--- src/rtl/mem_access_unit.sv ---
// mem_access_unit: MEM-stage load/store controller driving a req/gnt/rvalid word memory.
//
// Ports:
//   clk, rst_n                 clock, asynchronous active-low reset
//   req_valid/req_ready        pipeline request handshake (ready only in IDLE)
//   req_opcode/addr/wdata      MIPS memory opcode, byte address, right-justified store data
//   mem_req/we/be/addr/wdata   memory request, held until mem_gnt
//   mem_gnt/rvalid/rdata       memory grant, read-data valid, read word
//   ld_valid/word/shift/opcode load result pulse plus held raw word, byte offset, opcode
//   st_done                    store granted pulse
//   stall                      transaction in flight
//   err_valid/err_code         error pulse: 01 misaligned, 10 bus timeout
//
// Build option: MISALIGN_TRAP_EN traps misaligned halfword/word accesses with
// err_code 01 and issues no memory request; when undefined, the offending low
// address bits are cleared and the access proceeds normally.
module mem_access_unit #(
   parameter int unsigned TIMEOUT_CYCLES = 255
) (
   input  logic        clk,
   input  logic        rst_n,
   input  logic        req_valid,
   output logic        req_ready,
   input  logic [5:0]  req_opcode,
   input  logic [31:0] req_addr,
   input  logic [31:0] req_wdata,
   output logic        mem_req,
   output logic        mem_we,
   output logic [3:0]  mem_be,
   output logic [31:0] mem_addr,
   output logic [31:0] mem_wdata,
   input  logic        mem_gnt,
   input  logic        mem_rvalid,
   input  logic [31:0] mem_rdata,
   output logic        ld_valid,
   output logic [31:0] ld_word,
   output logic [1:0]  ld_shift,
   output logic [5:0]  ld_opcode,
   output logic        st_done,
   output logic        stall,
   output logic        err_valid,
   output logic [1:0]  err_code
);
   typedef enum logic [1:0] {IDLE, ISSUE, WAIT, RESP} state_t;
   localparam logic [15:0] TMO = 16'(TIMEOUT_CYCLES);
   state_t      state, state_nx;
   logic [15:0] cnt;
   logic [5:0]  op_r;
   logic [1:0]  shift_r, sz, lo;
   logic [3:0]  be_nx;
   logic [31:0] wd_nx;
   logic        is_mem, accept, trap, go, busy, tmo, tmo_hit;
`ifdef MISALIGN_TRAP_EN
   logic        mis;
`endif
   always_comb begin
      sz     = req_opcode[1:0];
      is_mem = req_opcode inside {6'b100000, 6'b100001, 6'b100011, 6'b100100,
                                  6'b100101, 6'b101000, 6'b101001, 6'b101011};
      accept = req_valid && req_ready && is_mem;
`ifdef MISALIGN_TRAP_EN
      mis    = (sz == 2'b01 && req_addr[0]) || (sz == 2'b11 && req_addr[1:0] != 2'b00);
      trap   = accept && mis;
      lo     = req_addr[1:0];
`else
      // Misaligned accesses are silently realigned down to their natural boundary.
      trap   = 1'b0;
      lo     = sz == 2'b01 ? {req_addr[1], 1'b0} : sz == 2'b11 ? 2'b00 : req_addr[1:0];
`endif
      go     = accept && !trap;
      be_nx  = !req_opcode[3] ? 4'hf : sz == 2'b00 ? 4'b0001 << lo :
               sz == 2'b01 ? (lo[1] ? 4'b1100 : 4'b0011) : 4'hf;
      wd_nx  = !req_opcode[3] ? 32'h0 : sz == 2'b00 ? {4{req_wdata[7:0]}} :
               sz == 2'b01 ? {2{req_wdata[15:0]}} : req_wdata;
      busy   = state == ISSUE || state == WAIT;
      // The terminal cycle is the one in which the counter would reach TIMEOUT_CYCLES.
      tmo    = busy && (cnt + 16'd1 == TMO);
      // Completion on the terminal cycle wins; a granted load still lacking data times out.
      tmo_hit = tmo && !(state == ISSUE ? mem_gnt && (mem_we || mem_rvalid) : mem_rvalid);
   end
   always_ff @(posedge clk or negedge rst_n)
      if (!rst_n) state <= IDLE;
      else        state <= state_nx;
   always_comb begin
      state_nx = state;
      case (state)
         IDLE:    state_nx = go ? ISSUE : IDLE;
         ISSUE:   state_nx = mem_gnt && mem_we ? IDLE : mem_gnt && mem_rvalid ? RESP :
                             tmo ? IDLE : mem_gnt ? WAIT : ISSUE;
         WAIT:    state_nx = mem_rvalid ? RESP : tmo ? IDLE : WAIT;
         default: state_nx = IDLE;
      endcase
   end
   always_comb begin
      req_ready = state == IDLE;
      stall     = state != IDLE;
      mem_req   = state == ISSUE;
      ld_valid  = state == RESP;
      st_done   = state == ISSUE && mem_gnt && mem_we;
   end
   always_ff @(posedge clk or negedge rst_n)
      if (!rst_n) begin
         cnt       <= '0;
         mem_addr  <= '0;
         mem_be    <= '0;
         mem_we    <= 1'b0;
         mem_wdata <= '0;
         op_r      <= '0;
         shift_r   <= '0;
         ld_word   <= '0;
         ld_shift  <= '0;
         ld_opcode <= '0;
         err_valid <= 1'b0;
         err_code  <= '0;
      end else begin
         cnt <= go ? 16'd0 : busy ? cnt + 16'd1 : cnt;
         if (go) begin
            mem_addr  <= {req_addr[31:2], 2'b00};
            mem_be    <= be_nx;
            mem_we    <= req_opcode[3];
            mem_wdata <= wd_nx;
            op_r      <= req_opcode;
            shift_r   <= lo;
         end
         if (state_nx == RESP) begin
            ld_word   <= mem_rdata;
            ld_shift  <= shift_r;
            ld_opcode <= op_r;
         end
         err_valid <= trap || tmo_hit;
         err_code  <= trap ? 2'b01 : tmo_hit ? 2'b10 : 2'b00;
      end
endmodule

--- config.mk ---
export PLATFORM = sky130hd
export DESIGN_NAME = mem_access_unit
export DESIGN_NICKNAME = d
export VERILOG_FILES = /design/src/rtl/mem_access_unit.sv
export SDC_FILE = /design/constraint.sdc
export NUM_CORES = 1
export LEC_CHECK = 0
export CAP_MARGIN = 25
export CORE_MARGIN = 3
export CORE_UTILIZATION = 40
export CTS_BUF_LIST = sky130_fd_sc_hd__clkbuf_4 sky130_fd_sc_hd__clkbuf_8
export DETAILED_ROUTE_END_ITERATION = 10
export HOLD_SLACK_MARGIN = 0.12
export PLACE_DENSITY = 0.82
export SLEW_MARGIN = 10
export SYNTH_ARGS = -nofsm -noshare
export SYNTH_HDL_FRONTEND = slang
export SYNTH_SLANG_ARGS = --single-unit
--- constraint.sdc ---
create_clock -name clk -period 3 [get_ports clk]
set_clock_uncertainty 0.05 [all_clocks]
set_input_delay 0.3 -clock clk [delete_from_list [all_inputs] [get_ports clk]]
set_output_delay 0.3 -clock clk [all_outputs]
set_load 0.005 [all_outputs]
==> reports/metrics.cfg, run 1 <==
[placed_design]
dp_hpwl_mm=12.0
portBuffers=220
place_area_um2=8590
routabilityCongestion=0.857
pre_cts_ws_ns=0.121

[synth]
mappedNetlistArea_um2=6200
synth_top_area_share=0.537
yosysTopAreaCell=dfrtp_1
synthTopCellsByArea=dfrtp_1 54%, nand2_1 11%, mux2_4 9.7%
syn-instance-count=584
yosysWarnings=0
yosysMostFrequentCell=nand2_1
async_flop_share=1.00
synth_seq_area_share=0.537
synth-seq-cells=133
synth_ff_type=dfrtp_1
synth_common_cells=178 x nand2_1, 133 x dfrtp_1, 40 x mux2_4, 32 x nand3_1, 25 x clkbuf_1
syn_area_per_cell_um2=10.6
synth_edf_count=0
synth_cell_types=50

[timing]
finalSetupTns_ns=0
drv_slew=0
tightestPinTransition_ns=0.811
period_needed_ns=2.81
hold_slack_ns=0.309
setup_viol=0
relSlewSlack=0.459
clock.fmax_mhz=356
layout_setup_ws_ns=0.194
rsz0062_at_grt=no
hold_viol=0
post-route-period-util=0.935

[grt]
grt_max_degree=87
track_usage=0.196
grt_pass1_vias=4948
grt_pass1_wl_mm=26.3
antenna_found_initial=0
grt-ovfl-total=0

[floorplanning]
core_um2=14900
die_w_um=130
die-area_um2=17000
die_h_um=130
pin_count=224
initial_utilization=0.417
rows=44

[cts]
cts_htree_levels=4
clkLatencyLatePin_ns=0.44
cts_tree=done
cts_root_buf=clkbuf_8
cts_made_buffers=17
cts_buffer_depth=2
cts.clk_slew.worst_paths_ns=0.08
post_cts_buffers=0
clock_sinks=133

[drt]
dr.pass1.iters=4
drtIter0Drc=254
vias_per_cell=4.99
via_count=4980
routedWlPerCell_um=16.8
drc=0
final_antenna_net_count=0
wl_mm=16.8

[worst_setup_path]
startpoint=cnt[0]
r2r_slack_ns=0.19
endpoint=ld_word[22]
start_kind=flip-flop
reg2regPathDepth=8
crit_fanout=40
required_ns=3.27
rr_endpoint=ld_word[22]
endpoint_kind=flip-flop
regToRegStartpoint=cnt[0]
crit_type=flip-flop to flip-flop
worst_ep_arrival_time_ns=3.08

[outcome]
status=finished, final reports clean

[pwr]
power.density_nw_per_um2=885
leakagePower_uw=0.00410
max-vdd-ir-drop_mv=0.523

[finish]
nets=913
syn_to_final_growth_pct=45.1
diodes=0
multiInputGateArea_um2=2660
n_fill_cell=1197
layout.area.seq_um2=3330
layout-drive-gt1-share=0.139
final_area_um2=9000

[hold_path]
hp-class=input pin to async pin

[flow_run]
cap_violations=0

==> power by group <==
part,internal [uW],leakage [uW],switching (uW)
Sequential,2590,0.00167,566
Clock,696,0.000181,771
Combinational,2130,0.00224,1210
==> area by class of cell <==
type,count,share of cell area
well taps,184,0.0256
clock buffers,18,0.0275
clock inverters,14,0.0156
multi-input cells,404,0.295
flip-flops and latches,133,0.370
repair buffers,233,0.262
inverters,11,0.00459
==> registers in the layout, summed over array words and instances (netlist names), 4 cells and up <==
signal / flops
cnt: 16
ld_opcode: 6
ld_word: 32
mem_addr: 30
mem_be: 4
mem_wdata: 32
op_r: 6
==> placed cells by master (no fill, tap or decap), types with 9 or more instances in the layout <==
master,instances
mux2_2,16
nand2_1,177
o211ai_1,9
clkdlybuf4s50_1,219
inv_1,10
nand3_1,32
mux2i_1,9
dfrtp_1,133
clkbuf_8,18
xor2_1,10
o21ai_0,17
nor2_1,21
mux2_4,40
==> critical path, cell delays in order (launching register included) <==
cell	delay (ns)
dfrtp_1	0.49
ha_1	0.34
nand2_1	0.16
nor3_2	0.19
nand4_1	0.21
a2111oi_4	0.53
a211oi_4	0.12
buf_12	0.22
mux2_4	0.33
==> worst min path at each step <==
stage,endpoint,cells after the start,start,slack [ns]
floorplan,cnt[0],0,rst_n,-0.05
global placement,cnt[2],1,rst_n,0.22
detailed placement,cnt[2],1,rst_n,0.22
CTS,mem_addr[19],3,req_addr[19],0.29
global route,mem_addr[19],3,req_addr[19],0.29
finish,cnt[2],2,rst_n,0.31
==> cells by family after synthesis <==
logic type	count (synthesis)	share of synthesized area
mux	65	0.140
compound gates	51	0.0618
fa+ha+maj	6	0.0121
flops	133	0.537
simple gates	263	0.188
xor+xnor	16	0.0226
buf+inv	49	0.0375
other cells	1	0.000605
==> per-layer routing <==
| metal | track usage | vias to the layer above | wire [um] |
|---|---|---|---|
| met1 | 0.260 | 2386 | 7190 |
| met5 | 0 | - | 0 |
| met3 | 0.0516 | 32 | 1030 |
| li1 | - | 2384 | - |
| met2 | 0.304 | 178 | 8000 |
| met4 | 0.0829 | 0 | 552 |
==> through the flow <==
stage	power, uW	utilization	std cells
after global placement	6430	0.578	964
after detailed placement	6540	0.578	964
after floorplan	4590	-	586
after global routing	8500	0.605	997
after CTS	8040	0.605	997
final	7960	0.605	997
==> timing repair <==
action                                  4_1_cts  5_1_grt
endpoints found under the hold margin        47        0
hold buffers                                  1        0
resized for setup                             0        1
endpoints found under the setup margin        0        6
Power figures use the tool's default switching activity.
==> inputs of run 2 (changes only) <==
Settings changed: CTS_BUF_LIST sky130_fd_sc_hd__clkbuf_4 sky130_fd_sc_hd__clkbuf_8 to unset.
==> reports/metrics.cfg, run 2 (same netlist as run 1, synthesis figures left out) <==
[outcome]
status=finished, final reports clean

[timing]
tightestPinTransition_ns=0.812
clock.fmax_mhz=357
drv_slew=0
setup_viol=0
hold_viol=0
relSlewSlack=0.459
rsz0062_at_grt=no
period_needed_ns=2.80
finalSetupTns_ns=0
post-route-period-util=0.935

[placed_design]
routabilityCongestion=0.857
dp.cells=964
dp_hpwl_mm=12.0
portBuffers=220

[drt]
wl_mm=16.8
final_antenna_net_count=0
drc=0
drtIter0Drc=294
via_count=4944
routedWlPerCell_um=16.9
vias_per_cell=4.96
dr.pass1.iters=5

[hold_path]
hp-class=input pin to async pin

[cts]
cts_made_buffers=17
cts_tree=done
cts_htree_levels=4
clkLatencyLatePin_ns=0.41
clock_sinks=133
post_cts_buffers=0
cts_buffer_depth=2
cts_root_buf=clkbuf_16
cts.clk_slew.worst_paths_ns=0.06

[floorplanning]
die-area_um2=17000
rows=44
die_h_um=130
core_um2=14900
pin_count=224
initial_utilization=0.417
die_w_um=130

[grt]
grt-ovfl-total=0
grt_max_degree=87
antenna_found_initial=0
grt_pass1_vias=4980
grt_pass1_wl_mm=26.4
track_usage=0.196

[finish]
final_common_cell=clkdlybuf4s50_1
final_cell_mix=219 x clkdlybuf4s50_1, 177 x nand2_1, 133 x dfrtp_1, 40 x mux2_4, 32 x nand3_1
multiInputGateArea_um2=2660
n_fill_cell=1183
reg_top3=ld_word x32, mem_wdata x32, mem_addr x30
diodes=0
layout-drive-gt1-share=0.139
layout.area.seq_um2=3330
nets=913
syn_to_final_growth_pct=48.2
fin_cells=997

[worst_setup_path]
worst_ep_arrival_time_ns=3.04
start_kind=flip-flop
required_ns=3.24
regToRegStartpoint=cnt[0]
crit_type=flip-flop to flip-flop
r2r_slack_ns=0.20
rr_endpoint=ld_word[5]
crit_fanout=40
reg2regPathDepth=8
endpoint_kind=flip-flop

[pwr]
power.density_nw_per_um2=927
p_total_uw=8520
leakagePower_uw=0.00418
max-vdd-ir-drop_mv=0.546

[flow_run]
cap_violations=0

run 2: through the flow:
step           hold WS, ns  setup WS, ns  cell area [um^2]  utilization
2_1_floorplan      -0.0456         0.411              6210            -
3_3_place_gp         0.224         0.142              8590        0.578
3_5_place_dp         0.225         0.121              8590        0.578
4_1_cts              0.343         0.107              9180        0.618
5_1_grt              0.339        0.0307              9190        0.618
6_report             0.338         0.195              9190        0.618
run 2: worst max-delay path by stage:
stage	startpoint	to	slack (ns)	cells after the start
3_3_place_gp	req_valid	ld_word[9]	0.14	9
3_5_place_dp	req_opcode[5]	ld_word[4]	0.12	9
6_report	cnt[0]	ld_word[5]	0.20	8
2_1_floorplan	cnt[1]	ld_opcode[0]	0.41	9
4_1_cts	cnt[0]	ld_word[14]	0.11	8
5_1_grt	cnt[0]	ld_word[14]	0.03	8
run 2: final cells by class:
type                            instances  share of cell area
Sequential cell                       133               0.362
Multi-Input combinational cell        404               0.289
Timing Repair Buffer                  233               0.256
Clock buffer                           18              0.0478
Tap cell                              184              0.0251
Clock inverter                         14              0.0153
Inverter                               11             0.00449
run 2: what timing repair did:
action,4_1_cts,5_1_grt
setup endpoints to repair,0,36
endpoints found under the hold margin,47,0
hold buffers,1,0
resized for setup,0,1
run 2: routing by layer:
metal,share of wire,GRT usage
met1,0.43,0.257
met2,0.48,0.309
met3,0.058,0.0484
met4,0.030,0.0871
met5,0,0
run 2: report_power, final:
group,switching (uW),internal (uW)
Combinational,1210,2130
Sequential,565,2590
Clock,838,1180
Total,2610,5910
run 2: worst max-delay path, cell delays in order (launching register included):
cell and delay, ns:
dfrtp_1 0.49, ha_1 0.34, nand2_1 0.16, nor3_2 0.19, nand4_1 0.21, a2111oi_4 0.53
a211oi_4 0.12, buf_12 0.23, mux2_4 0.33
